### config.mk
export PLATFORM = sky130hd
export DESIGN_NAME = piso_shift_tx_flat
export DESIGN_NICKNAME = d
export VERILOG_FILES = /design/src/rtl/piso_shift_tx_if.sv /design/src/rtl/piso_shift_tx.sv /design/src/flat_wrapper.sv
export SDC_FILE = /design/constraint.sdc
export NUM_CORES = 1
export LEC_CHECK = 0
export CELL_PAD_IN_SITES_DETAIL_PLACEMENT = 1
export CELL_PAD_IN_SITES_GLOBAL_PLACEMENT = 1
export CORE_AREA = 3 3 40 42
export DETAILED_ROUTE_END_ITERATION = 10
export DIE_AREA = 0 0 43 45
export PLACE_DENSITY_LB_ADDON = 0.15
export SYNTH_ARGS = -nofsm -noshare
export SYNTH_HDL_FRONTEND = slang
export SYNTH_SLANG_ARGS = --single-unit
export TNS_END_PERCENT = 1
### constraint.sdc
create_clock -name clk -period 3.1 [get_ports clk]
set_input_delay 0.775 -clock clk [delete_from_list [all_inputs] [get_ports clk]]
set_output_delay 0.775 -clock clk [all_outputs]
set_load 0.03 [all_outputs]
### src/rtl/piso_shift_tx_if.sv
// Load handshake and serial output bundle for piso_shift_tx.
// The master drives the word; the slave is the transmitter.
interface piso_shift_tx_if #(
    parameter int unsigned WIDTH = 4
);
    logic             load_valid;
    logic [WIDTH-1:0] d_par;
    logic             load_ready;
    logic             q;
    logic             q_valid;
    logic             busy;
    logic             done;

    modport master (
        output load_valid,
        output d_par,
        input  load_ready,
        input  q,
        input  q_valid,
        input  busy,
        input  done
    );

    modport slave (
        input  load_valid,
        input  d_par,
        output load_ready,
        output q,
        output q_valid,
        output busy,
        output done
    );
endinterface

### src/rtl/piso_shift_tx.sv
// Parallel-in, serial-out transmitter: WIDTH-bit word in, one bit per clk out, MSB first.
// Define PISO_PARITY_EN to append one even-parity bit after the last data bit of each word.
module piso_shift_tx #(
    parameter int unsigned WIDTH = 4
) (
    input  logic           clk,
    input  logic           rst,
    piso_shift_tx_if.slave bus
);
    localparam int unsigned     CntW    = $clog2(WIDTH);
    localparam logic [CntW-1:0] CntLast = CntW'(WIDTH - 1);

    typedef enum logic [1:0] {StIdle, StShift, StParity} state_e;

    state_e           state_q, state_d;
    logic [WIDTH-1:0] shreg_q, shreg_d;
    logic [CntW-1:0]  cnt_q, cnt_d;
    logic             q_q, q_d;
    logic             busy_q, busy_d;
    logic             done_q, done_d;
    logic             load_ready;
    logic             accept;
`ifdef PISO_PARITY_EN
    logic             par_q, par_d;
`endif

    // Ready on the last-bit cycle lets words stream without a gap bit.
`ifdef PISO_PARITY_EN
    assign load_ready = (state_q == StIdle) || (state_q == StParity);
`else
    assign load_ready = (state_q == StIdle) || ((state_q == StShift) && (cnt_q == '0));
`endif
    assign accept     = bus.load_valid && load_ready;

    always_comb begin
        state_d = state_q;
        shreg_d = shreg_q;
        cnt_d   = cnt_q;
`ifdef PISO_PARITY_EN
        par_d   = par_q;
`endif

        unique case (state_q)
            StIdle: begin
            end
            StShift: begin
                if (cnt_q != '0) begin
                    shreg_d = {shreg_q[WIDTH-2:0], 1'b0};
                    cnt_d   = cnt_q - CntW'(1);
                end else begin
`ifdef PISO_PARITY_EN
                    state_d = StParity;
`else
                    state_d = StIdle;
`endif
                    shreg_d = '0;
                    cnt_d   = '0;
                end
            end
`ifdef PISO_PARITY_EN
            StParity: begin
                state_d = StIdle;
            end
`endif
            default: begin
                state_d = StIdle;
                shreg_d = '0;
                cnt_d   = '0;
            end
        endcase

        // A load only happens where the word would otherwise end, so it overrides.
        if (accept) begin
            state_d = StShift;
            shreg_d = bus.d_par;
            cnt_d   = CntLast;
`ifdef PISO_PARITY_EN
            par_d   = ^bus.d_par;
`endif
        end

        busy_d = (state_d != StIdle);
        q_d    = (state_d == StShift) ? shreg_d[WIDTH-1] : 1'b0;
`ifdef PISO_PARITY_EN
        if (state_d == StParity) begin
            q_d = par_d;
        end
        done_d = (state_d == StParity);
`else
        done_d = (state_d == StShift) && (cnt_d == '0);
`endif
    end

    always_ff @(posedge clk or negedge rst) begin
        if (!rst) begin
            state_q <= StIdle;
            shreg_q <= '0;
            cnt_q   <= '0;
            q_q     <= 1'b0;
            busy_q  <= 1'b0;
            done_q  <= 1'b0;
`ifdef PISO_PARITY_EN
            par_q   <= 1'b0;
`endif
        end else begin
            state_q <= state_d;
            shreg_q <= shreg_d;
            cnt_q   <= cnt_d;
            q_q     <= q_d;
            busy_q  <= busy_d;
            done_q  <= done_d;
`ifdef PISO_PARITY_EN
            par_q   <= par_d;
`endif
        end
    end

    assign bus.load_ready = load_ready;
    assign bus.q          = q_q;
    assign bus.q_valid    = busy_q;
    assign bus.busy       = busy_q;
    assign bus.done       = done_q;
endmodule
### src/flat_wrapper.sv
// flat-port wrapper written by rule: the top's interface ports become plain ports
module piso_shift_tx_flat 
#(
    parameter int unsigned WIDTH = 4
)
  (clk, rst, bus_load_valid, bus_d_par, bus_load_ready, bus_q, bus_q_valid, bus_busy, bus_done);
  piso_shift_tx_if #(.WIDTH(WIDTH)) bus_i ();
  input  logic clk;
  input  logic rst;
  input wire logic [$bits(bus_i.load_valid)-1:0] bus_load_valid;
  input wire logic [$bits(bus_i.d_par)-1:0] bus_d_par;
  output wire logic [$bits(bus_i.load_ready)-1:0] bus_load_ready;
  output wire logic [$bits(bus_i.q)-1:0] bus_q;
  output wire logic [$bits(bus_i.q_valid)-1:0] bus_q_valid;
  output wire logic [$bits(bus_i.busy)-1:0] bus_busy;
  output wire logic [$bits(bus_i.done)-1:0] bus_done;
  assign bus_i.load_valid = bus_load_valid;
  assign bus_i.d_par = bus_d_par;
  assign bus_load_ready = bus_i.load_ready;
  assign bus_q = bus_i.q;
  assign bus_q_valid = bus_i.q_valid;
  assign bus_busy = bus_i.busy;
  assign bus_done = bus_i.done;
  piso_shift_tx #(.WIDTH(WIDTH)) u_core (.clk(clk), .rst(rst), .bus(bus_i));
endmodule
; Word-level counts from Yosys, hierarchy flattened
; Index checks and enable logic that the tools add are counted.
[op_classes]
add_sub_neg = 1
eq_ne = 3
reduce_logical = 9
muxes = 10
[ops]
columns = op, count
row1 = $mux W2, 4
row2 = $mux W4, 2
row3 = $pmux W2 S2, 2
row4 = $pmux W4 S2, 1
row5 = $logic_not A2 Y1, 3
row6 = $eq A2 B1 Y1 const B, 2
row7 = $reduce_bool A2 Y1, 2
row8 = $logic_and A1 B1 Y1, 3
row9 = $ne A2 B1 Y1 const B, 1
row10 = $sub A2 B1 Y2 const B, 1
row11 = $logic_or A1 B1 Y1, 1
row12 = $mux W1, 1
[word_totals]
word_cells = 30
out_inout_bits = 5
register_bits = 11
input_bits = 7

; Logic depth before layout (Yosys ltp)
; Gate-level depths: netlist of the first run.
[depth]
word_depth = 7
depth_mapped = 4
ltp_nobuf = 3

; Worst setup path before layout of the first run
; OpenSTA, ideal clock, no wires.
[synth_path]
kind = flip-flop to output port
startpoint = register u_core.cnt_q[0]
endpoint = output bus_load_ready
t_arrival_ps = 1177
required_ps = 2325
path_slack_ps = 1148
path_stages_with_launch = 3
n_path_buf = 0
cell_sequence = dfrtp_1 -> or2_4 -> a21oi_1
[synth_via]
elab_chain_len = 3
[synth_lines]
columns = element, line
row1 = from (decl), piso_shift_tx.sv:17  ; logic [CntW-1:0] cnt_q, cnt_d;
row2 = from (signal assigned), piso_shift_tx.sv:108  ; cnt_q <= cnt_d;
row3 = $logic_not A2 Y1, piso_shift_tx.sv:31  ; assign load_ready = (state_q == StIdle) || ((state_q == StShift) && (cnt_q == '0));
row4 = $logic_and A1 B1 Y1, piso_shift_tx.sv:31
row5 = $logic_or A1 B1 Y1, piso_shift_tx.sv:31
row6 = to (decl), flat_wrapper.sv:12  ; output wire logic [$bits(bus_i.load_ready)-1:0] bus_load_ready;
; Every way passes these cells.

; Worst setup path after layout of the first run
; Same ends and word-level chain as after synthesis.

==> out/summary.json, run 1 <==
{
  "worst_hold_path": {
    "worstHoldPathCells": 1,
    "min-delay-start": "u_core.shreg_q[2]",
    "worstHoldPathType": "reg -> reg",
    "min_delay_worst_endpoint": "u_core.bus.q"
  },
  "timing": {
    "timing.final.crit_period_ps": 2580,
    "setup_total_negative_slack_ps": 0,
    "final_hold_viol_count": 0,
    "setup_violations": 0,
    "timing.clock.skew_ps": 3.03,
    "grt_setup_unrepaired": "no",
    "layout_worst_path_cycle_share_pct": 83.3,
    "hold_ws_ps": 508,
    "fmax_ghz": 0.387,
    "timing.final.max_slew_violations": 0
  },
  "critical_path": {
    "setup.worst_path.end_class": "output port",
    "timing.reg2reg.setup_slack_ps": 1780,
    "worst-path-max-fanout": 5,
    "timing.reg2reg.worst_path_depth": 3,
    "critPathTopFamily": "buffers and inverters",
    "critical_path.n_buffers_inverters": 1,
    "cpPeakStageDelay_ps": 680,
    "worst_ep_arrival_time_ps": 1810,
    "worst-endpoint-required_ps": 2320,
    "criticalPathCategory": "reg -> out",
    "cpMaxStageDelayCell": "clkdlybuf4s50_1",
    "cp.depth": 3,
    "ordered_cell_list_for_the_critical_path": "or2_4, a21oi_1, clkdlybuf4s50_1",
    "end_of_the_worst_register_to_register_path": "u_core.shreg_q[2]",
    "worst_setup_path_start_kind": "flop",
    "startpoint_of_the_lowest_slack_register_to_register_path": "u_core.cnt_q[0]"
  },
  "clocking": {
    "clk-insertion-delay-late_ps": 270,
    "cts_tree": "done",
    "ctsLongestPathBuffers": 2,
    "clock_slew_at_the_register_clock_pins_of_the_worst_setup_and_hold_paths_ps": 60,
    "cts-hold-fix-buffers": 0,
    "post_cts_resize_count": 0,
    "tritoncts.num_buffers": 3,
    "tritoncts_num_sinks": 10,
    "number_of_buffers_added_for_setup_after_cts": 0,
    "htree_levels": 1,
    "clock-root-buffer": "clkbuf_4"
  },
  "synth": {
    "synth_sequential_area_ratio_pct": 59.5,
    "dominantRegCellSynth": "dfrtp_1",
    "syn_avg_cell_area_um2": 12.7,
    "count_of_mapped_cells_out_of_synthesis": 33,
    "yosysUniqueCellTypes": 18,
    "synth_warnings": 0,
    "ys_seq_elements": 10,
    "synth_top_area_share_pct": 59.5,
    "post-synth-top-count-cell": "dfrtp_1",
    "synth_cell_area_um2": 420,
    "async_set_or_reset_register_ratio_after_synthesis_pct": 100,
    "mappedNetlistNets": 40,
    "synth_edf_count": 0,
    "synth_top_cells_by_count": "dfrtp_1, a211oi_1",
    "synthDominantAreaCellType": "dfrtp_1",
    "synth_top_cells_by_area": "dfrtp_1, a211oi_1, a221o_1"
  },
  "detailed_routing": {
    "routed_wl_um": 900,
    "num_vias": 307,
    "routed_wire_length_per_instance_um": 15.0,
    "detail-route-antenna-nets": 0,
    "detailedRoute.firstPassIterationCount": 2,
    "avgViaCountPerCell": 5.12,
    "drc": 0,
    "dr.first_iter.drc_count": 8
  },
  "final_layout": {
    "multi_input_area_um2": 158,
    "area_growth_pct": 33.0,
    "regArea_um2": 250,
    "diodes": 0,
    "stdcell_count": 60,
    "drive_gt1_share_pct": 17.8,
    "n_fill_cell": 134,
    "fraction_of_the_core_area_covered_by_cells_at_the_end_of_the_flow_pct": 43.5,
    "final_net_count": 54
  },
  "die": {
    "effective_utilization_at_floorplan_pct": 32.7,
    "die_h_um": 45,
    "floorplan.rows": 13,
    "dieArea_um2": 1940,
    "coreArea_um2": 1280,
    "top_level_ports": 12,
    "chipWidth_um": 43
  },
  "power": {
    "leakagePower_nw": 0.246,
    "pwr_density_cell_nw_per_um2": 518,
    "total_power_mw": 0.290,
    "vdd_ir_drop_max_v": 0.000209
  },
  "global_routing": {
    "largest_net_degree_at_the_start_of_global_routing": 11,
    "global_route.usage.total_pct": 11.0,
    "grt_pass1_wl_um": 1500,
    "number_of_antenna_violations_at_the_first_check_in_global_routing": 0,
    "grt_overflow_total": 0,
    "grt_pass1_vias": 335
  },
  "placed_design": {
    "number_of_placed_instances_taps_included": 57,
    "buffer_ports.inserted": 11,
    "place.gp.congestion": 0.731
  },
  "run_status": {
    "outcome": "completed"
  },
  "run": {
    "timing.max_cap.violations": 0
  }
}
worst max path at each step:
stage                                 to  slack (ps)       startpoint
after floorplan           bus_load_ready        1150  u_core.cnt_q[0]
after global placement    bus_load_ready         840  u_core.cnt_q[0]
after detailed placement  bus_load_ready         800  u_core.cnt_q[0]
after CTS                 bus_load_ready         510  u_core.cnt_q[0]
after global routing      bus_load_ready         460  u_core.cnt_q[0]
final                     bus_load_ready         520  u_core.cnt_q[0]
metal layers:
layer  vias up  global-route usage (%)  part of all wire, %
met5         -                       0                    0
li1        143                       -                    -
met4         0                    9.04                  1.9
met3         2                    2.79                  6.4
met2         9                    17.4                   53
met1       153                    12.5                   39
state kept, by name, indices dropped and copies added, names as in the netlist:
name	count
u_core.shreg_q	3
u_core.cnt_q	2
u_core.state_q	2
u_core.bus.busy	1
u_core.bus.done	1
u_core.bus.q	1
where the power goes:
part	leakage, nW	switching (mW)	internal (mW)
logic	0.102	0.0247	0.0271
clock network	0.0138	0.0436	0.0449
registers	0.130	0.00966	0.140
total	0.246	0.0779	0.212
worst register-to-register path, cell delays in order, from the launching register on:
cell	delay (ps)
dfrtp_1	430
or2_4	280
and3b_4	200
a221o_1	300
placed cells by master (no fill, tap or decap), drive strengths merged:
master          n
and2            2
and3b           1
a22o            2
dfrtp          10
or2             3
xor2            1
a21oi           2
clkdlybuf4s50  11
nor2            1
conb            1
nor3            1
a211oi          3
nand2b          1
a221o           2
nor4bb          1
clkbuf          3
final cells by class:
type                    instances  area share [%]
well taps                      15            3.36
multi-input cells              21            28.2
repair buffers                 11            19.7
clock buffers                   3            4.03
flip-flops and latches         10            44.7
logic make-up after synthesis:
group	count (synthesis)	synth area share, %
buf+inv	2	2.98
simple gates	10	17.0
xor+xnor	1	2.08
compound gates	9	17.6
other cells	1	0.892
flops	10	59.5
stage by stage:
stage	cell area, um2	setup WS (ps)
2_1_floorplan	420	1150
3_3_place_gp	537	845
3_5_place_dp	537	796
4_1_cts	559	506
5_1_grt	559	464
6_report	559	519
Power figures use the tool's default switching activity.
==> run 2, diff against run 1 <==
- CORE_AREA: 3 3 40 42 -> unset
- CORE_MARGIN: unset -> 3
- CORE_UTILIZATION: unset -> 30
- DIE_AREA: 0 0 43 45 -> unset
- clock period: 3.1 -> 2.3 ns (I/O delays scaled with it)
==> run 2 against run 1 <==
  * Register-to-register slack got worse by 810 ps
  * Cell area up 2.0%
  * Final cell count unchanged
  * Die area shrank 2.5%
  * Global-route usage rose by 0.72 points
  * Count of clock-buffer cells in the layout is 1 higher
  * First-iteration DRC count shrank 100%
  * Flip-flop and latch count stayed put
  * Routed wire length is 3.7% higher
  * Total power grew 49%
  * Critical path type unchanged
  * Highest routed layer unchanged
==> out/summary.json, run 2 (synthesized netlist as in run 1, its figures left out) <==
{
  "timing": {
    "timing.final.crit_period_ps": 2160,
    "timing.final.max_slew_violations": {"value": 0, "change": "unchanged"},
    "setup_violations": {"value": 0, "change": "unchanged"},
    "grt_setup_unrepaired": {"value": "no", "change": "unchanged"},
    "final.setup.worst_slack": {"value": 142, "unit": "ps", "change": "was 519 ps"},
    "timing.clock.skew": {"value": 1.58, "unit": "ps", "change": "was 3.03 ps"},
    "fmax_ghz": 0.463,
    "setup_total_negative_slack": {"value": 0, "unit": "ps", "change": "unchanged"},
    "final_hold_viol_count": {"value": 0, "change": "unchanged"},
    "layout_worst_path_cycle_share_pct": 93.8
  },
  "die": {
    "effective_utilization_at_floorplan": {"value": 35.0, "unit": "%", "change": "was 32.7%"},
    "dieArea": {"value": 1890, "unit": "um2", "change": "was 1940 um2"},
    "top_level_ports": {"value": 12, "change": "unchanged"},
    "chipWidth": {"value": 43.4, "unit": "um", "change": "was 43 um"},
    "die_h": {"value": 43.4, "unit": "um", "change": "was 45 um"},
    "floorplan.rows": {"value": 12, "change": "was 13"},
    "coreArea": {"value": 1200, "unit": "um2", "change": "was 1280 um2"}
  },
  "detailed_routing": {
    "routed_wl": {"value": 933, "unit": "um", "change": "was 900 um"},
    "num_vias": {"value": 308, "change": "was 307"},
    "routed_wire_length_per_instance": {"value": 15.6, "unit": "um", "change": "was 15.0 um"},
    "drc": {"value": 0, "change": "unchanged"},
    "avgViaCountPerCell": {"value": 5.13, "change": "was 5.12"},
    "dr.first_iter.drc_count": {"value": 0, "change": "was 8"},
    "detail-route-antenna-nets": {"value": 0, "change": "unchanged"},
    "detailedRoute.firstPassIterationCount": {"value": 1, "change": "was 2"}
  },
  "clocking": {
    "number_of_buffers_added_for_setup_after_cts": {"value": 0, "change": "unchanged"},
    "clock-root-buffer": {"value": "clkbuf_4", "change": "unchanged"},
    "cts-hold-fix-buffers": {"value": 0, "change": "unchanged"},
    "cts_tree": {"value": "done", "change": "unchanged"},
    "tritoncts_num_sinks": {"value": 10, "change": "unchanged"},
    "clock_slew_at_the_register_clock_pins_of_the_worst_setup_and_hold_paths": {"value": 70, "unit": "ps", "change": "was 60 ps"},
    "clk-insertion-delay-late": {"value": 270, "unit": "ps", "change": "about the same"},
    "post_cts_resize_count": {"value": 1, "change": "was 0"},
    "ctsLongestPathBuffers": {"value": 2, "change": "unchanged"},
    "htree_levels": {"value": 1, "change": "unchanged"},
    "tritoncts.num_buffers": {"value": 3, "change": "unchanged"}
  },
  "global_routing": {
    "grt_overflow_total": {"value": 0, "change": "unchanged"},
    "global_route.usage.total": {"value": 11.7, "unit": "%", "change": "was 11.0%"},
    "number_of_antenna_violations_at_the_first_check_in_global_routing": {"value": 0, "change": "unchanged"},
    "largest_net_degree_at_the_start_of_global_routing": {"value": 11, "change": "unchanged"},
    "grt_pass1_wl": {"value": 1570, "unit": "um", "change": "was 1500 um"},
    "grt_pass1_vias": {"value": 324, "change": "was 335"}
  },
  "critical_path": {
    "worst-endpoint-required": {"value": 1730, "unit": "ps", "change": "was 2320 ps"},
    "critPathTopFamily": {"value": "flip-flops", "change": "was buffers and inverters"},
    "setup.worst_path.end_class": {"value": "output port", "change": "unchanged"},
    "timing.reg2reg.setup_slack": {"value": 970, "unit": "ps", "change": "was 1780 ps"},
    "timing.reg2reg.worst_path_depth": {"value": 3, "change": "unchanged"},
    "criticalPathCategory": {"value": "reg -> out", "change": "unchanged"},
    "startpoint_of_the_lowest_slack_register_to_register_path": {"value": "u_core.cnt_q[0]", "change": "unchanged"},
    "ordered_cell_list_for_the_critical_path": {"value": "or2_4, a21oi_1, dlygate4sd2_1", "change": "was or2_4, a21oi_1, clkdlybuf4s50_1"},
    "critPathLaunch": {"value": "u_core.cnt_q[0]", "change": "unchanged"},
    "worst_setup_path_start_kind": {"value": "flop", "change": "unchanged"},
    "cp-endpoint": {"value": "bus_load_ready", "change": "unchanged"},
    "cpMaxStageDelayCell": {"value": "dfrtp_1", "change": "was clkdlybuf4s50_1"},
    "worst_ep_arrival_time": {"value": 1580, "unit": "ps", "change": "was 1810 ps"},
    "worst-path-max-fanout": {"value": 5, "change": "unchanged"},
    "critical_path.n_buffers_inverters": {"value": 1, "change": "unchanged"},
    "end_of_the_worst_register_to_register_path": {"value": "u_core.shreg_q[1]", "change": "was u_core.shreg_q[2]"},
    "cpPeakStageDelay": {"value": 440, "unit": "ps", "change": "was 680 ps"},
    "cp.depth": {"value": 3, "change": "unchanged"}
  },
  "power": {
    "pwr_density_cell": {"value": 759, "unit": "nW/um2", "change": "was 518 nW/um2"},
    "leakagePower": {"value": 0.255, "unit": "nW", "change": "was 0.246 nW"},
    "vdd_ir_drop_max": {"value": 0.000279, "unit": "V", "change": "was 0.000209 V"}
  },
  "final_layout": {
    "final_net_count": {"value": 54, "change": "unchanged"},
    "multi_input_area": {"value": 158, "unit": "um2", "change": "unchanged"},
    "stdcell_count": {"value": 60, "change": "unchanged"},
    "n_fill_cell": {"value": 135, "change": "was 134"},
    "regArea": {"value": 250, "unit": "um2", "change": "unchanged"},
    "diodes": {"value": 0, "change": "unchanged"},
    "drive_gt1_share": {"value": 19.6, "unit": "%", "change": "was 17.8%"},
    "largest_reg_flops": {"value": 3, "change": "unchanged"},
    "largest_registers": {"value": "u_core.shreg_q (3), u_core.cnt_q (2), u_core.state_q (2)", "change": "unchanged"},
    "top_register": {"value": "u_core.shreg_q", "change": "unchanged"},
    "layout_common_cells": {"value": "clkdlybuf4s50_1, dfrtp_1, a211oi_1, clkbuf_4", "change": "unchanged"},
    "area_growth": {"value": 35.7, "unit": "%", "change": "was 33.0%"}
  },
  "placed_design": {
    "place.gp.congestion": {"value": 0.721, "change": "was 0.731"},
    "dpl_worst_slack": {"value": 154, "unit": "ps", "change": "was 796 ps"},
    "number_of_placed_instances_taps_included": {"value": 56, "change": "was 57"},
    "buffer_ports.inserted": {"value": 11, "change": "unchanged"}
  },
  "worst_hold_path": {
    "worstHoldPathType": {"value": "reg -> reg", "change": "unchanged"}
  },
  "run_status": {
    "outcome": {"value": "completed", "change": "unchanged"}
  },
  "run": {
    "timing.max_cap.violations": {"value": 0, "change": "unchanged"}
  }
}
[run 2: how the worst min path moves through the flow]
| stage | start | cells after the start | to |
|---|---|---|---|
| floorplan | rst | 0 | u_core.bus.busy |
| detailed placement | u_core.shreg_q[2] | 1 | u_core.bus.q |
| finish | u_core.shreg_q[2] | 1 | u_core.bus.q |
| CTS | u_core.shreg_q[2] | 1 | u_core.bus.q |
| global placement | u_core.shreg_q[2] | 1 | u_core.bus.q |
| global route | u_core.shreg_q[2] | 1 | u_core.bus.q |
[run 2: layout make-up]
class / instances / share of cell area (%)
Clock buffer: 4 / 6.36
Multi-Input combinational cell: 21 / 27.6
Sequential cell: 10 / 43.9
Tap cell: 14 / 3.07
Timing Repair Buffer: 11 / 19.1
[run 2: through the flow]
step | hold WS, ps | util [%] | power [mW] | instance area, um2
global route | 534 | 47.5 | 0.450 | 571
detailed placement | 497 | 44.6 | 0.277 | 536
CTS | 517 | 47.5 | 0.437 | 571
floorplan | 279 | - | 0.245 | 420
global placement | 474 | 44.6 | 0.271 | 536
finish | 509 | 47.5 | 0.433 | 571
[run 2: metal layers]
layer | GRT usage, % | vias up | share of wire [%]
met2 | 19.5 | 10 | 55
met1 | 12.2 | 152 | 37
met5 | 0 | - | 0
li1 | - | 144 | -
met4 | 7.23 | 0 | 1.2
met3 | 4.56 | 2 | 6.0
[run 2: report_power, final]
group	internal, mW	switching [mW]
clock	0.0961	0.0653
sequential	0.188	0.0148
combinational	0.0354	0.0331
==> run 3, diff against run 2 <==
- CAP_MARGIN: unset -> 20
- CTS_CLUSTER_SIZE: unset -> 10
- HOLD_SLACK_MARGIN: unset -> 0.08
==> results of run 3 <==
The final DEF is identical to that of run 2; final timing and power are the same.
==> edit 1 (settings of run 3) <==
`WIDTH` is set to 4 in 3 places; all go to 8.
--- a/src/rtl/piso_shift_tx_if.sv
+++ b/src/rtl/piso_shift_tx_if.sv
@@ -1,7 +1,7 @@
 // Load handshake and serial output bundle for piso_shift_tx.
 // The master drives the word; the slave is the transmitter.
 interface piso_shift_tx_if #(
-    parameter int unsigned WIDTH = 4
+    parameter int unsigned WIDTH = 8
 );
     logic             load_valid;
     logic [WIDTH-1:0] d_par;
--- a/src/rtl/piso_shift_tx.sv
+++ b/src/rtl/piso_shift_tx.sv
@@ -1,7 +1,7 @@
 // Parallel-in, serial-out transmitter: WIDTH-bit word in, one bit per clk out, MSB first.
 // Define PISO_PARITY_EN to append one even-parity bit after the last data bit of each word.
 module piso_shift_tx #(
-    parameter int unsigned WIDTH = 4
+    parameter int unsigned WIDTH = 8
 ) (
     input  logic           clk,
     input  logic           rst,
--- a/src/flat_wrapper.sv
+++ b/src/flat_wrapper.sv
@@ -1,7 +1,7 @@
 // flat-port wrapper written by rule: the top's interface ports become plain ports
 module piso_shift_tx_flat 
 #(
-    parameter int unsigned WIDTH = 4
+    parameter int unsigned WIDTH = 8
 )
   (clk, rst, bus_load_valid, bus_d_par, bus_load_ready, bus_q, bus_q_valid, bus_busy, bus_done);
   piso_shift_tx_if #(.WIDTH(WIDTH)) bus_i ();
Interface: changed (resized bus_d_par); port bits go from 12 to 16. No check against the original RTL was run, so the function may have changed too.
==> edit 1 against run 3 <==
- register-to-register slack got worse by 0.45 ns
- power increased by 54%
- setup slack got worse by 0.010 ns
- clock skew increased by 0.0026 ns
- first-iteration DRC count increased by 7
- sequential cell count increased by 6
- combinational power increased by 130%
- core utilization decreased by 2.3 points
- wire length increased by 78%
- synthesized area increased by 80%
- final area increased by 82%
==> edit 1: results (changes against run 3) <==
GR Util met2=19.5% (+0.064 points); placer congestion estimate=0.745 (+3.3%); met3 Use GR=4.87% (+0.31 points); Synth Net Count=87 (+120%); clock transition at the registers of the reported paths=0.09 ns (+0.02 ns); sequential fraction of the synthesis area=53.0% (-6.5 points); total track usage=12.2% (+0.56 points); DRT Wirelength=1660 um (+78%); Clock Path Buffers=2 (unchanged); top cell types by occurrence after synthesis=16 x dfrtp_1, 10 x nor2_1, 7 x a21oi_1; largest net degree at the start of global routing=17 (+6); worst-skew pair later-pin latency=0.29 ns (+0.02 ns); first-pass GRT wire length=2990 um (+91%); status=complete, no violations; skew final=0.00414 ns (+0.00256 ns); Pint=0.480 mW (+50%); PortBufs=15 (+4); Vias/cell=4.94 (-3.8%); Global Route met1 Usage=14.4% (+2.1 points); VDD IR max=390 uV (+40%); CTS buffer count=3 (unchanged); 1st-pass router iterations=4 (+3); Layout Nets=111 (+110%); Yosys cell types=30 (+12); DRT iter0 DRCs=7 (+7); fraction of layout cells with a size suffix above 1=22.7% (+3.1 points); biggest regs=u_core.shreg_q (8), u_core.cnt_q (3), u_core.state_q (2)
==> edit 1: worst max-delay path, stage by stage (launching register included) <==
cell	delay [ns]
dfrtp_1	0.39
or2_4	0.26
inv_2	0.06
ha_4	0.14
and2b_4	0.22
nor2_4	0.09
buf_6	0.14
==> edit 1: path summary, 6_finish.rpt <==
| check | start | endpoint | slack, ns | depth (start not counted) |
|---|---|---|---|---|
| max in group asynchronous | rst | u_core.bus.busy$_DFF_PN0_ | 1.52 | 2 |
| min | u_core.shreg_q[0]$_DFFE_PN0P_ | u_core.shreg_q[0]$_DFFE_PN0P_ | 0.53 | 2 |
| min in group asynchronous | rst | u_core.cnt_q[2]$_DFF_PN0_ | 0.59 | 2 |
| max | u_core.cnt_q[1]$_DFF_PN0_ | bus_load_ready | 0.13 | 6 |
| min reg2reg | u_core.shreg_q[0]$_DFFE_PN0P_ | u_core.shreg_q[0]$_DFFE_PN0P_ | 0.53 | 2 |
| max reg2reg | u_core.cnt_q[1]$_DFF_PN0_ | u_core.shreg_q[4]$_DFFE_PN0P_ | 0.52 | 8 |
==> edit 1: power by group through the flow <==
stage	sequential, mW	clock [mW]	combinational [mW]
after floorplan	0.332	0	0.0753
after global placement	0.332	0	0.131
after detailed placement	0.333	0	0.134
after CTS	0.326	0.194	0.151
after global routing	0.330	0.210	0.170
final	0.326	0.185	0.155
==> edit 1: cell families (layout without fill, tap and decap cells) <==
logic type / count (synthesis) / in the layout / synth area share, %
adder cells (fa/ha/maj): 2 / 2 / 3.31
buffers and inverters: 8 / 31 / 4.63
AO/OA/AOI/OAI: 22 / 22 / 19.0
flip-flops: 16 / 16 / 53.0
AND/OR/NAND/NOR: 24 / 24 / 18.2
other: 1 / 1 / 0.496
multiplexers: 1 / 1 / 1.32
==> edit 1: through the flow <==
step | setup slack [ns] | util, % | instances
after floorplan | 0.154 | - | 74
after detailed placement | 0.196 | 41.4 | 118
after global placement | 0.246 | 41.4 | 118
after global routing | 0.0352 | 45.2 | 125
after CTS | 0.0153 | 44.7 | 124
final | 0.132 | 45.2 | 125
==> edit 1: layer usage <==
metal | routed length (um) | part of all wire (%) | vias to the layer above
met1 | 758 | 46 | 299
met4 | 16 | 0.96 | 0
met5 | 0 | 0 | -
met3 | 85 | 5.1 | 2
li1 | - | - | 305
met2 | 804 | 48 | 11
==> edit 1: layout make-up <==
type	count	area (sq um)
clock buffer	4	36.3
timing repair buffer	22	204
multi-input combinational	50	343
tap	28	35.0
inverter	5	18.8
fill	272	1260
sequential	16	400
==> edit 1: timing repair <==
| item | CTS | global route |
|---|---|---|
| resized for setup | 5 | 2 |
| setup buffers | 2 | 1 |
| endpoints found under the setup margin | 1 | 1 |
==> edit 2 (flow settings as in run 3) <==
Without the edit above. Take the reset off `shreg_q` and load it in a clocked block of its own.
--- a/src/rtl/piso_shift_tx.sv
+++ b/src/rtl/piso_shift_tx.sv
@@ -94,7 +94,6 @@
     always_ff @(posedge clk or negedge rst) begin
         if (!rst) begin
             state_q <= StIdle;
-            shreg_q <= '0;
             cnt_q   <= '0;
             q_q     <= 1'b0;
             busy_q  <= 1'b0;
@@ -104,7 +103,6 @@
 `endif
         end else begin
             state_q <= state_d;
-            shreg_q <= shreg_d;
             cnt_q   <= cnt_d;
             q_q     <= q_d;
             busy_q  <= busy_d;
@@ -115,6 +113,10 @@
         end
     end
 
+    always_ff @(posedge clk) begin
+        shreg_q <= shreg_d;
+    end
+
     assign bus.load_ready = load_ready;
     assign bus.q          = q_q;
     assign bus.q_valid    = busy_q;
Behaviour: no difference found for any inputs over 10 cycles, from zero or initial values and one cycle with rst low; that may be too few to reach the edited logic, so the function may still have changed.
==> edit 2 against run 3 <==
- critical path depth unchanged
- setup slack improved by 0.047 ns
- sequential power increased by 3%
- worst hold slack got worse by 0.040 ns
- sequential cell count unchanged
- non-clock buffer count increased by 1
- final area increased by 2.9%
- synthesized area increased by 5.7%
- power decreased by 8.9%
- clock power decreased by 23%
- clock skew increased by 0.0071 ns
- wire length increased by 3.8%
- fmax increased by 2.2%
- largest cell class unchanged
- largest power group unchanged
==> edit 2: results (changes against run 3) <==
CP max-delay cell=dfrtp_1; initial antenna violation count=0 (unchanged); Layout Nets=60 (+11%); leakage=0.248 nW (-2.9%); first-pass GRT wire length=1700 um (+8.8%); largest net degree at the start of global routing=11 (unchanged); Area contributors post-synth=dfrtp_1 39%, edfxtp_1 20%, a211oi_1 5.1%; Crit Path Max Fanout=7 (+2); Synth Net Count=45 (+13%); Filler cells=154 (+14%); hold path startpoint=u_core.shreg_q[2]$_DFFE_PP_; biggest regs=u_core.shreg_q (3), u_core.cnt_q (2), u_core.state_q (2); Clock Path Buffers=2 (unchanged); root buffer cell=clkbuf_4; vias in the first global route=365 (+13%); cell area after placement=562 sq um (+4.9%); diode count=0 (unchanged); total track usage=12.4% (+0.71 points); 1st-pass router iterations=1 (unchanged); Synth warnings=0 (unchanged); Yosys cell types=20 (+2); sequential fraction of the synthesis area=59.7% (+0.19 points); DRT iter0 DRCs=0 (unchanged); worst-skew pair later-pin latency=0.26 ns; CTS buffer count=3 (unchanged); post-place setup slack=0.190 ns (+0.0362 ns); placer congestion estimate=0.720 (-0.18%); CP max stage delay=0.46 ns (+0.02 ns); Routed WL per cell=14.4 um (-7.1%); status=complete, no violations; VDD IR max=258 uV (-7.7%); CP startpoint=u_core.cnt_q[0]$_DFF_PN0_; asr flop ratio synth=70.0% (-30 points); Vias/cell=4.88 (-4.9%); fraction of layout cells with a size suffix above 1=17.3% (-2.3 points); skew final=0.00873 ns (+0.00714 ns); Hold Path Class=reg2reg; Reg2Reg Launch Point=u_core.state_q[0]$_DFF_PN0_; top cell types by occurrence after synthesis=7 x dfrtp_1, 6 x nor2_1, 3 x a211oi_1, 3 x edfxtp_1; Post-DP HPWL=743 um; PortBufs=11 (unchanged); CTS H-tree depth=1 (unchanged); Post-synth EDFFs=3 (+3); clock transition at the registers of the reported paths=0.07 ns (about the same); Worst Path Arrival=1.54 ns (-0.04 ns)
==> edit 2: cell count changes after synthesis, moves of 2 or more <==
cell,change
nand3_1,+2
or2_2,-2
a22o_1,-2
a221o_1,-2
nor2_1,+5
dfrtp_1,-3
nand2_1,+2
and2_1,-2
edfxtp_1,+3
==> edit 2: per-layer routing <==
layer	track usage [%]	vias to the layer above	part of all wire (%)
li1	-	160	-
met1	15.0	152	43
met2	18.6	12	50
met3	3.25	3	5.0
met4	9.04	0	2.3
met5	0	-	0
==> edit 2: area by class of cell <==
class | count | area (sq um) | share of cell area [%]
clock buffer | 4 | 26.3 | 4.48
multi-input combinational | 25 | 156 | 26.7
inverter | 1 | 3.75 | 0.640
tap | 15 | 18.8 | 3.20
timing repair buffer | 12 | 116 | 19.8
sequential | 10 | 265 | 45.2
==> edit 2: cells by family after synthesis <==
kind of cell           after synthesis  share of synthesized area (%)
AO/OA/AOI/OAI                        8                           13.2
XOR/XNOR                             1                           1.97
buffers and inverters                3                           5.07
flip-flops                          10                           59.7
other                                1                          0.844
AND/OR/NAND/NOR                     15                           19.2
==> edit 2: power by group <==
part	leakage (nW)	total (mW)	switching, mW	internal, mW
Sequential	0.124	0.209	0.0127	0.196
Combinational	0.109	0.0614	0.0316	0.0298
Clock	0.0150	0.124	0.0574	0.0669
Total	0.248	0.394	0.102	0.293
==> edit 2: per-stage QoR <==
stage / hold WS, ns / util (%) / std cells
after floorplan: 0.279 / - / 38
after global placement: 0.440 / 41.6 / 63
after detailed placement: 0.462 / 41.6 / 63
after CTS: 0.478 / 43.5 / 67
after global routing: 0.499 / 43.5 / 67
final: 0.468 / 43.5 / 67
==> edit 2: what timing repair did <==
item,in CTS,in global routing
hold buffers,0,0
setup endpoints to repair,1,0
setup buffers,0,0
gates resized for setup,1,0
==> edit 2: final timing paths <==
kind | cells after the start | end | slack, ns
max | 3 | bus_load_ready | 0.19
min | 1 | u_core.bus.q$_DFF_PN0_ | 0.47
max reg2reg | 3 | u_core.shreg_q[0]$_SDFFCE_PN0P_ | 1.11
min reg2reg | 1 | u_core.bus.q$_DFF_PN0_ | 0.47
max in group asynchronous | 1 | u_core.state_q[1]$_DFF_PN0_ | 1.49
min in group asynchronous | 1 | u_core.cnt_q[1]$_DFF_PN0_ | 0.56
==> edit 2: critical path: cells and delay by family, from the launching register on <==
family | cells | cell delay [ns]
buffers and inverters | 1 | 0.42
flip-flops | 1 | 0.46
AND/OR/NAND/NOR | 1 | 0.13
AO/OA/AOI/OAI | 1 | 0.27
